--- src/rtl/ama_riscv_mem_arb_pkg.sv ---
// Shared types and default widths for the IF/D memory arbiter.
// Optional perf counters are enabled with AMA_RISCV_MEM_ARB_PERF_EN.
package ama_riscv_mem_arb_pkg;

    localparam int unsigned ARB_AW           = 32;
    localparam int unsigned ARB_DW           = 32;
    localparam int unsigned ARB_MAX_D_STREAK = 4;

    typedef enum logic [1:0] {
        IDLE,
        HOLD,
        WAIT
    } arb_state_t;

    typedef enum logic {
        OWN_IF,
        OWN_D
    } arb_owner_t;

    // D wins by default; IF only wins when it is alone or D has used up its streak
    function automatic arb_owner_t arb_pick(input logic if_req,
                                            input logic d_req,
                                            input logic streak_full);
        if (if_req && (!d_req || streak_full)) return OWN_IF;
        return OWN_D;
    endfunction

endpackage

--- src/rtl/ama_riscv_sat_cnt.sv ---
// Saturating up-counter with synchronous clear; holds at MAX_VAL.
module ama_riscv_sat_cnt #(
    parameter int unsigned     WIDTH   = 8,
    parameter logic [WIDTH-1:0] MAX_VAL = '1
) (
    input  logic             clk,
    input  logic             rst,
    input  logic             clr_i,
    input  logic             inc_i,
    output logic [WIDTH-1:0] cnt_o
);

    logic [WIDTH-1:0] cnt_q, cnt_d;

    always_comb begin
        cnt_d = cnt_q;
        if (clr_i) begin
            cnt_d = '0;
        end else if (inc_i && (cnt_q != MAX_VAL)) begin
            cnt_d = cnt_q + WIDTH'(1);
        end
    end

    always_ff @(posedge clk) begin
        if (rst) begin
            cnt_q <= '0;
        end else begin
            cnt_q <= cnt_d;
        end
    end

    assign cnt_o = cnt_q;

endmodule

--- src/rtl/ama_riscv_mem_arbiter.sv ---
// Shares one memory port between instruction fetch and load/store, one transaction in flight.
// Define AMA_RISCV_MEM_ARB_PERF_EN to add the perf_if_wait/perf_d_wait stall counters.
module ama_riscv_mem_arbiter
    import ama_riscv_mem_arb_pkg::*;
#(
    parameter int unsigned AW           = ARB_AW,
    parameter int unsigned DW           = ARB_DW,
    parameter int unsigned MAX_D_STREAK = ARB_MAX_D_STREAK
) (
    input  logic            clk,
    input  logic            rst,
    input  logic            if_req,
    input  logic [AW-1:0]   if_addr,
    output logic            if_gnt,
    output logic            if_rsp_valid,
    output logic [DW-1:0]   if_rsp_data,
    input  logic            d_req,
    input  logic [DW/8-1:0] d_we,
    input  logic [AW-1:0]   d_addr,
    input  logic [DW-1:0]   d_wdata,
    output logic            d_gnt,
    output logic            d_rsp_valid,
    output logic [DW-1:0]   d_rsp_data,
    output logic            bus_req,
    output logic [AW-1:0]   bus_addr,
    output logic [DW/8-1:0] bus_we,
    output logic [DW-1:0]   bus_wdata,
    input  logic            bus_ready,
    input  logic            bus_rsp_valid,
    input  logic [DW-1:0]   bus_rsp_data
`ifdef AMA_RISCV_MEM_ARB_PERF_EN
    ,
    output logic [31:0]     perf_if_wait,
    output logic [31:0]     perf_d_wait
`endif
);

    localparam int unsigned   SW         = $clog2(MAX_D_STREAK + 1);
    localparam logic [SW-1:0] STREAK_MAX = SW'(MAX_D_STREAK);

    arb_state_t    state_q, state_d;
    arb_owner_t    owner_q, owner_d;
    arb_owner_t    owner;
    logic          req;
    logic          issue;
    logic          rsp_hit;
    logic          own_d;
    logic [SW-1:0] streak;
    logic          streak_full;
    logic          streak_inc;
    logic          streak_clr;

    assign streak_full = (streak == STREAK_MAX);

    always_comb begin
        state_d = state_q;
        owner_d = owner_q;
        owner   = owner_q;
        req     = 1'b0;
        unique case (state_q)
            IDLE: begin
                owner = arb_pick(if_req, d_req, streak_full);
                req   = if_req | d_req;
                if (req) begin
                    owner_d = owner;
                    state_d = bus_ready ? WAIT : HOLD;
                end
            end
            HOLD: begin
                // Latched owner completes even if its requester has dropped req
                req = 1'b1;
                if (bus_ready) state_d = WAIT;
            end
            WAIT: begin
                if (bus_rsp_valid) state_d = IDLE;
            end
            default: state_d = IDLE;
        endcase
        if (rst) req = 1'b0;
    end

    always_ff @(posedge clk) begin
        if (rst) begin
            state_q <= IDLE;
            owner_q <= OWN_IF;
        end else begin
            state_q <= state_d;
            owner_q <= owner_d;
        end
    end

    assign issue  = req && bus_ready;
    assign own_d  = (owner == OWN_D);
    assign if_gnt = issue && !own_d;
    assign d_gnt  = issue && own_d;

    assign bus_req   = req;
    assign bus_addr  = !req ? '0 : (own_d ? d_addr : if_addr);
    assign bus_we    = (req && own_d) ? d_we : '0;
    assign bus_wdata = (req && own_d) ? d_wdata : '0;

    // Responses outside WAIT are protocol errors and are dropped
    assign rsp_hit      = !rst && (state_q == WAIT) && bus_rsp_valid;
    assign if_rsp_valid = rsp_hit && (owner_q == OWN_IF);
    assign d_rsp_valid  = rsp_hit && (owner_q == OWN_D);
    assign if_rsp_data  = if_rsp_valid ? bus_rsp_data : '0;
    assign d_rsp_data   = d_rsp_valid ? bus_rsp_data : '0;

    assign streak_inc = d_gnt && if_req;
    assign streak_clr = if_gnt || ((state_q == IDLE) && !if_req);

    ama_riscv_sat_cnt #(
        .WIDTH   (SW),
        .MAX_VAL (STREAK_MAX)
    ) u_streak (
        .clk   (clk),
        .rst   (rst),
        .clr_i (streak_clr),
        .inc_i (streak_inc),
        .cnt_o (streak)
    );

`ifdef AMA_RISCV_MEM_ARB_PERF_EN
    ama_riscv_sat_cnt #(
        .WIDTH (32)
    ) u_perf_if (
        .clk   (clk),
        .rst   (rst),
        .clr_i (1'b0),
        .inc_i (if_req && !if_gnt),
        .cnt_o (perf_if_wait)
    );

    ama_riscv_sat_cnt #(
        .WIDTH (32)
    ) u_perf_d (
        .clk   (clk),
        .rst   (rst),
        .clr_i (1'b0),
        .inc_i (d_req && !d_gnt),
        .cnt_o (perf_d_wait)
    );
`endif

endmodule
--- config.mk ---
export PLATFORM = sky130hd
export DESIGN_NAME = ama_riscv_mem_arbiter
export DESIGN_NICKNAME = d
export VERILOG_FILES = /design/src/rtl/ama_riscv_mem_arb_pkg.sv /design/src/rtl/ama_riscv_sat_cnt.sv /design/src/rtl/ama_riscv_mem_arbiter.sv
export SDC_FILE = /design/constraint.sdc
export NUM_CORES = 1
export LEC_CHECK = 0
export ABC_AREA = 0
export CAP_MARGIN = 20
export CORE_AREA = 10 10 97 99
export CTS_BUF_LIST = sky130_fd_sc_hd__clkbuf_2 sky130_fd_sc_hd__clkbuf_4 sky130_fd_sc_hd__clkbuf_8
export CTS_CLUSTER_SIZE = 10
export DETAILED_ROUTE_END_ITERATION = 8
export DIE_AREA = 0 0 107 109
export GPL_TIMING_DRIVEN = 0
export PLACE_DENSITY = 0.8
export SETUP_SLACK_MARGIN = 0.05
export SLEW_MARGIN = 20
export SYNTH_ARGS = -nofsm -noshare
export SYNTH_HDL_FRONTEND = slang
export SYNTH_SLANG_ARGS = --single-unit
--- constraint.sdc ---
create_clock -name clk -period 3.6 [get_ports clk]
set_input_delay 0.72 -clock clk [delete_from_list [all_inputs] [get_ports clk]]
set_output_delay 0.72 -clock clk [all_outputs]
set_load 0.05 [all_outputs]
==> results.sh <==
export IMPL_regArea_sq_um=120
export IMPL_start_util_pct=20.0
export IMPL_finalHoldViolations=0
export IMPL_placeableCoreArea_sq_um=7530
export IMPL_yosys_top_cells_area="and3_1, nand2_1, and2_1, a21oi_1, dfxtp_1"
export IMPL_cpLargestDelayFamily="buffers and inverters"
export IMPL_path_buf_inv=3
export IMPL_drtAntennaViolNets=0
export IMPL_tritoncts="yes"
export IMPL_die_w_um=107
export IMPL_max_stage_delay_ns=0.56
export IMPL_critPathRequiredTime_ns=2.88
export IMPL_synth_top_area_share_pct=28.2
export IMPL_fin_total_pwr_uw=868
export IMPL_grt_max_degree=11
export IMPL_maxCapViolCount=0
export IMPL_r2r_end="u_streak.cnt_o[2]"
export IMPL_ys_top_cells_by_count="and3_1, nand2_1, a21oi_1, and2_1, clkbuf_1"
export IMPL_ys_flop_type="dfxtp_1"
export IMPL_rsz0062_at_grt="true"
export IMPL_endpoint_kind="primary output"
export IMPL_layout_nets=689
export IMPL_io_pins=275
export IMPL_grt_pass1_vias=2956
export IMPL_status="completed"
export IMPL_std_cell_rows=32
export IMPL_crit_start="if_req"
export IMPL_skew_ns=0.00216
export IMPL_cts_root_buffer="clkbuf_8"
export IMPL_critPathMaxFanout=10
export IMPL_synthToLayoutAreaGrowth_pct=184
export IMPL_nFillCells=785
export IMPL_portBuffers=274
export IMPL_clk_pin_slew_ns=0.04
export IMPL_fin_util_pct=56.9
export IMPL_r2r_cells=7
export IMPL_grt_pass1_wl_um=16900
export IMPL_relSlewSlack_pct=62.5
export IMPL_h_tree_depth=1
export IMPL_dieArea_sq_um=11700
export IMPL_cp_start_kind="primary input"
export IMPL_cts_sinks=6
export IMPL_place_congestion=0.806
export IMPL_max_freq_ghz=0.287
export IMPL_drt_iter0_drc=101
export IMPL_wl_um=11900
export IMPL_timing_final_crit_share_pct=96.7
export IMPL_syn_cell_area_sq_um=1510
export IMPL_clk_latency_ns=0.23
export IMPL_cp_depth=6
export IMPL_vdd_drop_max_mv=0.130
export IMPL_synth_area_per_cell_sq_um=5.60
export IMPL_crit_path_cell_trace="clkdlybuf4s50_1 > or3b_1 > o22a_2 > clkbuf_2 > and3_1 > clkdlybuf4s15_2"
export IMPL_synth_seq_cells=6
export IMPL_synth_most_common_cell="and3_1"
export IMPL_grtUsageTotal_pct=18.2
export IMPL_diodes=0
export IMPL_routed_via_density=4.56
export IMPL_r2r_start="u_streak.cnt_o[0]"
export IMPL_drive_above_1_share_pct=23.0
export IMPL_overflow=0
export IMPL_cts_made_buffers=3
export IMPL_worstPathArrival_ns=2.76
export IMPL_p_leak_nw=2.20
export IMPL_yosysSeqAreaShare_pct=7.97
export IMPL_worst_path_max_delay_cell="clkdlybuf4s50_1"
export IMPL_async_flop_share_pct=0
export IMPL_worstSetupPathType="primary input to primary output"
export IMPL_ys_types=28
export IMPL_die_h_um=109
export IMPL_setup_viol=0
export IMPL_slew_violations=0
export IMPL_wl_per_cell_um=18.4
export IMPL_yosysWarnings=0
export IMPL_synth_edf_count=0
export IMPL_dp_hpwl_um=10600
export IMPL_min_period_ns=3.48
export IMPL_worst_slew_pin_slew_ns=0.560
export IMPL_setup_tns_ns=0
export IMPL_drc=0
export IMPL_rrSetupSlack_ns=1.34
export IMPL_syn_nets=409
export IMPL_min_path_type="register to register"
export IMPL_multi_input_area_sq_um=1290
export IMPL_first_pass_iters=5
export IMPL_synthCells=269
export IMPL_synth_top_cell_by_area="and3_1"
export IMPL_power_density_nw_per_um2=203
export IMPL_crit_end="bus_we[2]"
export IMPL_cts_buffer_depth=2
export IMPL_antenna_found_initial=0
export IMPL_via_count=2960
==> state kept, by name (all words and copies together), names as in the netlist <==
| signal | cells |
|---|---|
| owner_q | 1 |
| state_q | 2 |
| u_streak.cnt_o | 3 |
==> cell type report <==
type                    count  area share [%]
flip-flops and latches      6            2.81
multi-input cells         231            30.3
inverters                   4           0.351
plain buffers              28            3.30
clock buffers               3           0.965
well taps                 102            2.98
repair buffers            275            59.3
==> cells by family (layout without fill, tap and decap cells) <==
family / after synthesis / in the layout / share of synthesized area, %
simple gates: 185 / 185 / 65.6
compound gates: 41 / 42 / 15.1
mux: 2 / 2 / 1.33
fa+ha+maj: 2 / 2 / 1.66
buf+inv: 33 / 310 / 8.30
flops: 6 / 6 / 7.97
==> worst min path at each step <==
stage                     cells after the start           endpoint  slack (ns)         startpoint
final                                         1  u_streak.cnt_o[0]        0.51  u_streak.cnt_o[0]
after global routing                          1  u_streak.cnt_o[0]        0.52  u_streak.cnt_o[0]
after CTS                                     1  u_streak.cnt_o[0]        0.51  u_streak.cnt_o[0]
after detailed placement                      1  u_streak.cnt_o[0]        0.51  u_streak.cnt_o[0]
after global placement                        1  u_streak.cnt_o[0]        0.46  u_streak.cnt_o[0]
after floorplan                               1  u_streak.cnt_o[0]        0.45  u_streak.cnt_o[0]
==> report_power, final <==
group / internal, mW / switching [mW]
registers: 0.0703 / 0.00384
clock network: 0.0723 / 0.0343
logic: 0.269 / 0.418
==> layer usage <==
layer	share of wire (%)	wire length [um]	global-route usage [%]	vias up
li1	-	-	-	1481
met1	35	4120	17.0	1290
met2	52	6190	35.1	180
met3	13	1540	9.14	9
met4	0.73	87	3.09	0
met5	0	0	0	-
==> through the flow <==
stage          instance area, sq um  hold slack [ns]  instances  setup WS, ns
3_5_place_dp                   4380            0.512        645        -0.966
4_1_cts                        4230            0.510        647       -0.0554
5_1_grt                        4280            0.525        649        0.0274
6_report                       4280            0.514        649         0.118
2_1_floorplan                  1510            0.454        269         0.235
3_3_place_gp                   4380            0.465        645        -0.953
==> cell usage in the layout (no fill, tap or decap), drive strengths merged <==
| cell type | count |
|---|---|
| a2111oi | 1 |
| a21boi | 2 |
| a21oi | 33 |
| and2 | 33 |
| and3 | 68 |
| and4bb | 1 |
| buf | 38 |
| clkbuf | 53 |
| clkdlybuf4s15 | 40 |
| clkdlybuf4s18 | 8 |
| clkdlybuf4s50 | 140 |
| dfxtp | 6 |
| dlygate4sd2 | 27 |
| ha | 2 |
| inv | 4 |
| mux2i | 2 |
| nand2 | 64 |
| nand3 | 1 |
| nand4 | 1 |
| nor2 | 7 |
| nor2b | 1 |
| nor3 | 4 |
| nor3b | 1 |
| o211ai | 2 |
| o22a | 2 |
| o22ai | 1 |
| o31ai | 1 |
| or3 | 1 |
| or3b | 1 |
| or4 | 1 |
| or4b | 1 |
==> what timing repair did <==
action,CTS,global route
setup buffers,0,1
endpoints found under the setup margin,134,108
pin swaps,0,2
gates resized for setup,439,100
cloned,0,1
hold buffers,0,0
(Power assumes the default switching activity.)
